### src/rtl/ysyx_22041211_mem_arbiter.sv
// Round-robin arbiter sharing the core memory port between instruction fetch and
// load/store, one outstanding transaction at a time, with a per-transaction timeout.
module ysyx_22041211_mem_arbiter #(
  parameter int DATA_LEN = 32,
  parameter int ADDR_LEN = 32,
  parameter int TIMEOUT  = 16
) (
  input  logic                clk,
  input  logic                rst,
  input  logic                if_req_valid,
  output logic                if_req_ready,
  input  logic [ADDR_LEN-1:0] if_addr,
  output logic                if_resp_valid,
  output logic [DATA_LEN-1:0] if_resp_data,
  output logic                if_resp_err,
  input  logic                ls_req_valid,
  output logic                ls_req_ready,
  input  logic [ADDR_LEN-1:0] ls_addr,
  input  logic                ls_wen,
  input  logic [DATA_LEN-1:0] ls_wdata,
  input  logic [7:0]          ls_wmask,
  output logic                ls_resp_valid,
  output logic [DATA_LEN-1:0] ls_resp_data,
  output logic                ls_resp_err,
  output logic                mem_req_valid,
  input  logic                mem_req_ready,
  output logic [ADDR_LEN-1:0] mem_addr,
  output logic                mem_wen,
  output logic [DATA_LEN-1:0] mem_wdata,
  output logic [7:0]          mem_wmask,
  input  logic                mem_resp_valid,
  input  logic [DATA_LEN-1:0] mem_resp_data,
  output logic                busy
);

  typedef enum logic [1:0] {IDLE, REQ, RESP} state_e;

  localparam logic GNT_IF = 1'b0;
  localparam logic GNT_LS = 1'b1;
  localparam int CW = (TIMEOUT > 0) ? $clog2(TIMEOUT + 1) : 1;
  localparam logic [CW-1:0] TO_LAST = CW'((TIMEOUT > 0) ? TIMEOUT - 1 : 0);

  state_e                state_q, state_d;
  logic                  grant_q, grant_d;
  logic                  last_grant_q, last_grant_d;
  logic [CW-1:0]         cnt_q, cnt_d;
  logic                  mem_req_valid_q, mem_req_valid_d;
  logic [ADDR_LEN-1:0]   mem_addr_q, mem_addr_d;
  logic                  mem_wen_q, mem_wen_d;
  logic [DATA_LEN-1:0]   mem_wdata_q, mem_wdata_d;
  logic [7:0]            mem_wmask_q, mem_wmask_d;
  logic                  if_resp_valid_q, if_resp_valid_d;
  logic [DATA_LEN-1:0]   if_resp_data_q, if_resp_data_d;
  logic                  if_resp_err_q, if_resp_err_d;
  logic                  ls_resp_valid_q, ls_resp_valid_d;
  logic [DATA_LEN-1:0]   ls_resp_data_q, ls_resp_data_d;
  logic                  ls_resp_err_q, ls_resp_err_d;

  logic if_win, ls_win, timeout_hit, finish, finish_err;
  logic [DATA_LEN-1:0] finish_data;

  // On a tie the master that did not win last time goes first.
  assign if_win = if_req_valid && (!ls_req_valid || (last_grant_q == GNT_LS));
  assign ls_win = ls_req_valid && !if_win;
  assign timeout_hit = (TIMEOUT > 0) && (cnt_q == TO_LAST);

  assign if_req_ready = rst && (state_q == IDLE) && if_win;
  assign ls_req_ready = rst && (state_q == IDLE) && ls_win;

  always_comb begin
    state_d         = state_q;
    grant_d         = grant_q;
    last_grant_d    = last_grant_q;
    cnt_d           = cnt_q;
    mem_req_valid_d = mem_req_valid_q;
    mem_addr_d      = mem_addr_q;
    mem_wen_d       = mem_wen_q;
    mem_wdata_d     = mem_wdata_q;
    mem_wmask_d     = mem_wmask_q;
    finish          = 1'b0;
    finish_err      = 1'b0;
    finish_data     = '0;
    case (state_q)
      IDLE: begin
        if (if_win || ls_win) begin
          grant_d         = ls_win ? GNT_LS : GNT_IF;
          last_grant_d    = ls_win ? GNT_LS : GNT_IF;
          cnt_d           = '0;
          mem_req_valid_d = 1'b1;
          mem_addr_d      = ls_win ? ls_addr : if_addr;
          mem_wen_d       = ls_win ? ls_wen : 1'b0;
          mem_wdata_d     = ls_win ? ls_wdata : '0;
          mem_wmask_d     = ls_win ? ls_wmask : 8'h0F;
          state_d         = REQ;
        end
      end
      REQ: begin
        cnt_d = cnt_q + CW'(1);
        if (timeout_hit) begin
          finish          = 1'b1;
          finish_err      = 1'b1;
          mem_req_valid_d = 1'b0;
          state_d         = IDLE;
        end else if (mem_req_ready) begin
          mem_req_valid_d = 1'b0;
          state_d         = RESP;
        end
      end
      RESP: begin
        cnt_d = cnt_q + CW'(1);
        // A response arriving on the timeout cycle still counts as a success.
        if (mem_resp_valid) begin
          finish      = 1'b1;
          finish_data = mem_resp_data;
          state_d     = IDLE;
        end else if (timeout_hit) begin
          finish     = 1'b1;
          finish_err = 1'b1;
          state_d    = IDLE;
        end
      end
      default: state_d = IDLE;
    endcase
    if_resp_valid_d = finish && (grant_q == GNT_IF);
    if_resp_err_d   = finish && (grant_q == GNT_IF) && finish_err;
    if_resp_data_d  = (grant_q == GNT_IF) ? finish_data : '0;
    ls_resp_valid_d = finish && (grant_q == GNT_LS);
    ls_resp_err_d   = finish && (grant_q == GNT_LS) && finish_err;
    ls_resp_data_d  = (grant_q == GNT_LS) ? finish_data : '0;
  end

  always_ff @(posedge clk or negedge rst) begin
    if (!rst) begin
      state_q         <= IDLE;
      grant_q         <= GNT_IF;
      last_grant_q    <= GNT_LS;
      cnt_q           <= '0;
      mem_req_valid_q <= 1'b0;
      mem_addr_q      <= '0;
      mem_wen_q       <= 1'b0;
      mem_wdata_q     <= '0;
      mem_wmask_q     <= '0;
      if_resp_valid_q <= 1'b0;
      if_resp_data_q  <= '0;
      if_resp_err_q   <= 1'b0;
      ls_resp_valid_q <= 1'b0;
      ls_resp_data_q  <= '0;
      ls_resp_err_q   <= 1'b0;
    end else begin
      state_q         <= state_d;
      grant_q         <= grant_d;
      last_grant_q    <= last_grant_d;
      cnt_q           <= cnt_d;
      mem_req_valid_q <= mem_req_valid_d;
      mem_addr_q      <= mem_addr_d;
      mem_wen_q       <= mem_wen_d;
      mem_wdata_q     <= mem_wdata_d;
      mem_wmask_q     <= mem_wmask_d;
      if_resp_valid_q <= if_resp_valid_d;
      if_resp_data_q  <= if_resp_data_d;
      if_resp_err_q   <= if_resp_err_d;
      ls_resp_valid_q <= ls_resp_valid_d;
      ls_resp_data_q  <= ls_resp_data_d;
      ls_resp_err_q   <= ls_resp_err_d;
    end
  end

  assign mem_req_valid = mem_req_valid_q;
  assign mem_addr      = mem_addr_q;
  assign mem_wen       = mem_wen_q;
  assign mem_wdata     = mem_wdata_q;
  assign mem_wmask     = mem_wmask_q;
  assign if_resp_valid = if_resp_valid_q;
  assign if_resp_data  = if_resp_data_q;
  assign if_resp_err   = if_resp_err_q;
  assign ls_resp_valid = ls_resp_valid_q;
  assign ls_resp_data  = ls_resp_data_q;
  assign ls_resp_err   = ls_resp_err_q;
  assign busy          = (state_q != IDLE);

endmodule

### config.mk
export PLATFORM = sky130hd
export DESIGN_NAME = ysyx_22041211_mem_arbiter
export DESIGN_NICKNAME = d
export VERILOG_FILES = /design/src/rtl/ysyx_22041211_mem_arbiter.sv
export SDC_FILE = /design/constraint.sdc
export NUM_CORES = 1
export LEC_CHECK = 0
export BUFFER_PORTS_ARGS = -buffer_cell sky130_fd_sc_hd__buf_4
export CORE_ASPECT_RATIO = 1.75
export CORE_UTILIZATION = 30
export DETAILED_ROUTE_END_ITERATION = 10
export MAX_ROUTING_LAYER = met4
export PLACE_DENSITY_LB_ADDON = 0.15
export SLEW_MARGIN = 20
export SYNTH_ARGS = -nofsm -noshare
export SYNTH_HDL_FRONTEND = slang
export SYNTH_SLANG_ARGS = --single-unit
export TNS_END_PERCENT = 100
### constraint.sdc
create_clock -name clk -period 5.1 [get_ports clk]
set_input_delay 0.51 -clock clk [delete_from_list [all_inputs] [get_ports clk]]
set_output_delay 0.51 -clock clk [all_outputs]
set_load 0.05 [all_outputs]
=== Word level (Yosys, flattened, before mapping) ===
Index checks and enable logic that the tools add are counted.

* Flip-flop bits (word level): 151
* Bits in latches: 0
* Bits in writable memories: 0
* Memory bits (read-only): 0
* Bits of input ports: 143
* Word-level logic and storage cells: 71
* Memories: 0

* Add/subtract/negate cells: 1
* $mul: 0
* Div/mod/pow operators: 0
* Magnitude comparators: 0
* Equal/unequal tests: 6
* Shift-type cells: 0
* Mux-type cells: 26
* Bitwise gates (word level): 1
* Reduce and logical (&&, ||, !) cells: 22

{| class="wikitable"
|+ Operators by type and width
! kind !! count
|-
| 2-to-1 mux 32 bit || 6
|-
| 2-to-1 mux 2 bit || 5
|-
| one-hot mux 5 bit (2 select lines) || 1
|-
| logical AND 1 bit || 9
|-
| 2-to-1 mux 1 bit || 8
|-
| 2-to-1 mux 8 bit || 1
|-
| inequality test 3 bit (second input constant) || 2
|-
| one-hot mux 1 bit (2 select lines) || 3
|-
| one-hot mux 2 bit (3 select lines) || 1
|-
| AND reduction 3 bit || 2
|-
| nonzero test 2 bit || 3
|-
| adder 5 x 1 -> 5 bit (second input constant) || 1
|-
| == test 5 x 4 -> 1 bit (second input constant) || 1
|-
| 2-to-1 mux 5 bit || 1
|-
| AND reduction 2 bit || 2
|-
| == test 2 x 1 -> 1 bit (second input constant) || 1
|-
| == test 2 bit (second input constant) || 1
|-
| zero test 1 bit || 2
|-
| zero test 2 bit || 1
|-
| logical OR 1 bit || 2
|-
| inequality test 2 x 1 -> 1 bit (second input constant) || 1
|-
| OR reduction 2 bit || 1
|-
| NOT 1 bit || 1
|}

=== Depth between registers and ports, before layout ===
* Depth after elaboration: 8
* Depth in mapped cells: 7
* Depth with buffers taken out: 7

=== Worst setup path before layout ===
Ideal clock, no wire load.

* Path type: register -> output
* From: reg state_q[0]
* To: out if_req_ready
* Arrival time: 1.568 ns
* Data required time: 4.590 ns
* Slack: 3.022 ns
* Cell stages (with the launch flop): 5
* Path buffers: 0
* Cell sequence: dfrtp_1 > inv_1 > ha_1 > nand3_1 > a21oi_1

* Word-level cells in the longest chain between the ends: 3

{| class="wikitable"
|+ Ends and longest elaborated chain
! element !! line !! source
|-
| from (decl) || 43 || <nowiki>state_e state_q, state_d;</nowiki>
|-
| from (signal assigned) || 150 || <nowiki>state_q <= state_d;</nowiki>
|-
| zero test 2 bit || 67 || <nowiki>assign if_req_ready = rst && (state_q == IDLE) && if_win;</nowiki>
|-
| logical AND 1 bit (2 in a row) || 67 ||
|-
| to (decl) || 11 || <nowiki>output logic if_req_ready,</nowiki>
|}

Every way passes these cells.

=== Worst setup path after layout ===
* From: reg last_grant_q
* To: out ls_req_ready

* Word-level cells in the longest chain between the ends: 5

{| class="wikitable"
|+ Ends and longest elaborated chain
! element !! line !! source
|-
| from (decl) || 45 || <nowiki>logic last_grant_q, last_grant_d;</nowiki>
|-
| from (signal assigned) || 152 || <nowiki>last_grant_q <= last_grant_d;</nowiki>
|-
| logical OR 1 bit || 63 || <nowiki>assign if_win = if_req_valid && (!ls_req_valid || (last_grant_q == GNT_LS));</nowiki>
|-
| logical AND 1 bit || 63 ||
|-
| zero test 1 bit || 64 || <nowiki>assign ls_win = ls_req_valid && !if_win;</nowiki>
|-
| logical AND 1 bit || 64 ||
|-
| logical AND 1 bit || 68 || <nowiki>assign ls_req_ready = rst && (state_q == IDLE) && ls_win;</nowiki>
|-
| to (decl) || 17 || <nowiki>output logic ls_req_ready,</nowiki>
|}

Every way passes these cells.

==> metrics.txt <==
# TYPE chip_impl_metric gauge
chip_impl_metric{name="layout.core_utilization",unit=""} 0.472
chip_impl_info{name="criticalPathCategory",value="reg -> out"} 1
chip_impl_metric{name="detail_route.drc_violations",unit=""} 0
chip_impl_metric{name="largest_net_degree_at_the_start_of_global_routing",unit=""} 95
chip_impl_metric{name="combinationalPowerShare",unit=""} 0.469
chip_impl_metric{name="power.share.sequential",unit=""} 0.307
chip_impl_metric{name="postRouteAntennaNets",unit=""} 0
chip_impl_metric{name="wl_per_cell",unit="microns"} 16.0
chip_impl_metric{name="synth.yosys.seq_area_share",unit=""} 0.671
chip_impl_info{name="worst_r2r_startpoint",value="state_q[0]"} 1
chip_impl_metric{name="fin_nets",unit=""} 911
chip_impl_info{name="tritoncts",value="yes"} 1
chip_impl_metric{name="synthesis.area_per_instance",unit="sq um"} 11.7
chip_impl_metric{name="final_hold_viol_count",unit=""} 0
chip_impl_metric{name="core.rowCount",unit=""} 65
chip_impl_info{name="timing.critical_path.to_type",value="output pin"} 1
chip_impl_metric{name="worstPathMaxFanout",unit=""} 18
chip_impl_metric{name="power.leakage",unit="uW"} 0.00446
chip_impl_metric{name="power.switching",unit="uW"} 2550
chip_impl_metric{name="detail_route.iter0.violations",unit=""} 232
chip_impl_metric{name="yosys_register_bits",unit=""} 151
chip_impl_info{name="combinational_family_with_the_most_area_after_synthesis",value="simple AND/OR/NAND/NOR gates"} 1
chip_impl_metric{name="final_period_minus_worst_setup_slack",unit="ns"} 2.64
chip_impl_metric{name="stdcell_count",unit=""} 1010
chip_impl_info{name="hold_path.class",value="in -> async"} 1
chip_impl_metric{name="irDropWorstVdd",unit="mV"} 0.374
chip_impl_metric{name="setup_viol",unit=""} 0
chip_impl_metric{name="die_width",unit="microns"} 106
chip_impl_metric{name="final_max_slew_viols",unit=""} 0
chip_impl_metric{name="core",unit="sq mm"} 0.0182
chip_impl_info{name="yosys.area.top_type",value="dfrtp_1"} 1
chip_impl_metric{name="port_buffers",unit=""} 287
chip_impl_metric{name="cts-htree-levels",unit=""} 4
chip_impl_metric{name="route.final.wire_length",unit="mm"} 16.2
chip_impl_metric{name="viasPerCell",unit=""} 4.60
chip_impl_metric{name="worstPathRequired",unit="ns"} 4.59
chip_impl_metric{name="max-clock-path-buffers",unit=""} 2
chip_impl_metric{name="hold_slack",unit="ns"} 0.173
chip_impl_metric{name="first_pass_iters",unit=""} 6
chip_impl_metric{name="die-area",unit="sq mm"} 0.0193
chip_impl_metric{name="worst_setup_hold_path_clk_slew",unit="ns"} 0.06
chip_impl_metric{name="fp.dieH",unit="microns"} 183
chip_impl_metric{name="cts.sinks",unit=""} 151
chip_impl_metric{name="area_growth_syn_to_layout",unit="%"} 52.8
chip_impl_metric{name="fmaxAchievable",unit="MHz"} 379
chip_impl_metric{name="post_cts.repair.setup_buffers",unit=""} 0
chip_impl_metric{name="compound_gate_portion_of_the_synthesized_area",unit=""} 0.142
chip_impl_metric{name="synth.distinct_cells",unit=""} 28
chip_impl_metric{name="syn-num-nets",unit=""} 629
chip_impl_metric{name="timing.setup.tns",unit="ns"} 0
chip_impl_metric{name="worst_skew_pair.late_latency",unit="ns"} 0.42
chip_impl_metric{name="gp_routability_congestion",unit=""} 0.827
chip_impl_metric{name="ctsResizeCount",unit=""} 0
chip_impl_metric{name="number_of_global_route_vias_before_repair",unit=""} 4905
chip_impl_metric{name="totalPowerFinal",unit="uW"} 5700
chip_impl_metric{name="max_slew_margin",unit=""} 0.316
chip_impl_metric{name="grt_antenna_before_repair",unit=""} 1
chip_impl_info{name="rsz_0062_raised_after_global_routing",value="false"} 1
chip_impl_metric{name="netlist_area",unit="sq mm"} 0.00563
chip_impl_metric{name="dp_cells",unit=""} 977
chip_impl_metric{name="cts-buffers-inserted",unit=""} 17
chip_impl_metric{name="fin_crit_sh",unit=""} 0.518
chip_impl_info{name="setup.worst_path.start_class",value="flip-flop"} 1
chip_impl_metric{name="grtUsageTotal",unit=""} 0.174
chip_impl_metric{name="vias",unit=""} 4645
chip_impl_metric{name="grt_pass1_wl",unit="mm"} 25.2
chip_impl_info{name="status",value="finished, final reports clean"} 1
chip_impl_metric{name="power_report.internal_total",unit="uW"} 3150
chip_impl_metric{name="postSynthCellCount",unit=""} 480
chip_impl_metric{name="finClkSkew",unit="ns"} 0.0135
chip_impl_metric{name="ys.warnings.count",unit=""} 0
chip_impl_metric{name="drive_above_1_share",unit=""} 0.422
chip_impl_metric{name="ctsHoldBuffers",unit=""} 0
chip_impl_metric{name="post_synthesis_adder_cell_area_fraction",unit=""} 0.0133
chip_impl_metric{name="post_synth_xor_area_fraction",unit=""} 0
chip_impl_metric{name="worstMarginPinSlew",unit="ns"} 1.03
chip_impl_metric{name="global_route.overflow_total",unit=""} 0
chip_impl_metric{name="initial_utilization",unit=""} 0.309
chip_impl_metric{name="yosys.area_share.simple",unit=""} 0.145
chip_impl_info{name="cts_root_buffer",value="clkbuf_16"} 1
chip_impl_metric{name="p_sw_frac",unit=""} 0.448
chip_impl_metric{name="dp.final_hpwl",unit="mm"} 11.8
chip_impl_metric{name="synth_top_area_share",unit=""} 0.667
chip_impl_metric{name="boundaryPins",unit=""} 288
chip_impl_info{name="cell_types_with_the_largest_area_share_after_synthesis",value="dfrtp_1, and2_1, a22o_1"} 1
chip_impl_metric{name="power.clock.fraction",unit=""} 0.224
chip_impl_metric{name="worstPathArrival",unit="ns"} 2.13
chip_impl_metric{name="synth.mux.area_fraction",unit=""} 0.00178
chip_impl_info{name="crit_start",value="last_grant_q"} 1
chip_impl_metric{name="power_per_cell_area",unit="mW/mm^2"} 663
chip_impl_metric{name="cap_viol_max_count",unit=""} 0
[cells in the final DEF (no fill, tap or decap), drive strengths merged]
cell type  count
buf          292
dfrtp        150
a21oi         68
and2          65
nor2          44
nand2         42
a22o          39
clkbuf        20
inv            8
o21ai          7
ha             6
and3           4
o22a           4
clkinvlp       4
clkinv         4
bufinv         3
nand2b         2
nand3          2
o22ai          2
diode          1
o211ai         1
or3b           1
nor3b          1
nor3           1
a21o           1
mux2i          1
a32o           1
nand3b         1
dfstp          1
[path summary, 6_finish.rpt]
| check | to | slack [ns] | depth (start not counted) |
|---|---|---|---|
| setup / recovery | ls_req_ready | 2.46 | 5 |
| hold / removal | mem_addr[15] | 0.17 | 1 |
| setup reg to reg | mem_wmask[0] | 2.67 | 7 |
| hold reg to reg | cnt_q[4] | 0.50 | 2 |
| max in group asynchronous | mem_addr[10] | 3.61 | 2 |
| min in group clk | ls_resp_data[16] | 0.30 | 2 |
[routing by layer]
metal | vias to the layer above | routed length [microns] | track usage
met5 | - | 0 | -
met4 | 0 | 410 | 0.0800
met3 | 22 | 1210 | 0.0458
met2 | 218 | 8690 | 0.307
met1 | 2229 | 5890 | 0.181
li1 | 2176 | - | -
[logic make-up after synthesis]
family	Yosys count
AO/OA/AOI/OAI	123
adder cells (fa/ha/maj)	6
buffers and inverters	36
flip-flops	151
multiplexers	1
AND/OR/NAND/NOR	163
[Yosys cell counts]
library cell / count
nand2_1: 42
a22o_1: 39
nor3b_1: 1
clkbuf_1: 16
nor2_2: 1
a21oi_1: 68
nor3_1: 1
a21o_1: 1
ha_1: 6
o22a_1: 4
nand3b_1: 1
dfrtp_1: 150
inv_1: 7
nor2_4: 1
and3_1: 4
and2_1: 65
nor2_1: 42
dfstp_2: 1
o22ai_1: 2
o211ai_1: 1
nand3_1: 2
o21ai_0: 5
a32o_1: 1
o21ai_2: 2
or3b_1: 1
nand2b_1: 2
mux2i_1: 1
buf_2: 13
[worst max-delay path, stage by stage (launching register included)]
cell and delay, ns:
dfstp_2 0.37, nand2_1 0.06, and2_1 0.51, buf_4 0.33
and3_1 0.23, buf_4 0.21
[power by group through the flow]
| stage | clock network (uW) | logic [uW] | registers, uW |
|---|---|---|---|
| finish | 1280 | 2680 | 1750 |
| CTS | 1320 | 2700 | 1750 |
| floorplan | 0 | 671 | 2900 |
| detailed placement | 0 | 2700 | 1770 |
| global placement | 0 | 2670 | 1760 |
| global route | 1370 | 2830 | 1800 |
[area by class of cell]
type	count	area, sq um
Clock inverter	12	153
Clock buffer	20	447
Multi-Input combinational cell	293	1710
Timing Repair Buffer	292	2200
Tap cell	234	293
Fill cell	1727	9620
Antenna cell	1	2.50
Sequential cell	151	3780
Inverter	7	26.3
[metrics by stage]
stage | cell area, sq um | setup WS [ns]
final | 8600 | 2.46
after global routing | 8600 | 2.32
after CTS | 8600 | 2.43
after detailed placement | 8000 | 2.57
after global placement | 8000 | 2.61
after floorplan | 5630 | 3.02
[state kept, by name, summed over array words and instances (netlist names), 2 cells and up]
register      flops
if_resp_data     32
ls_resp_data     32
mem_addr         32
mem_wdata        32
mem_wmask         8
cnt_q             5
state_q           2
(Power assumes the default switching activity.)
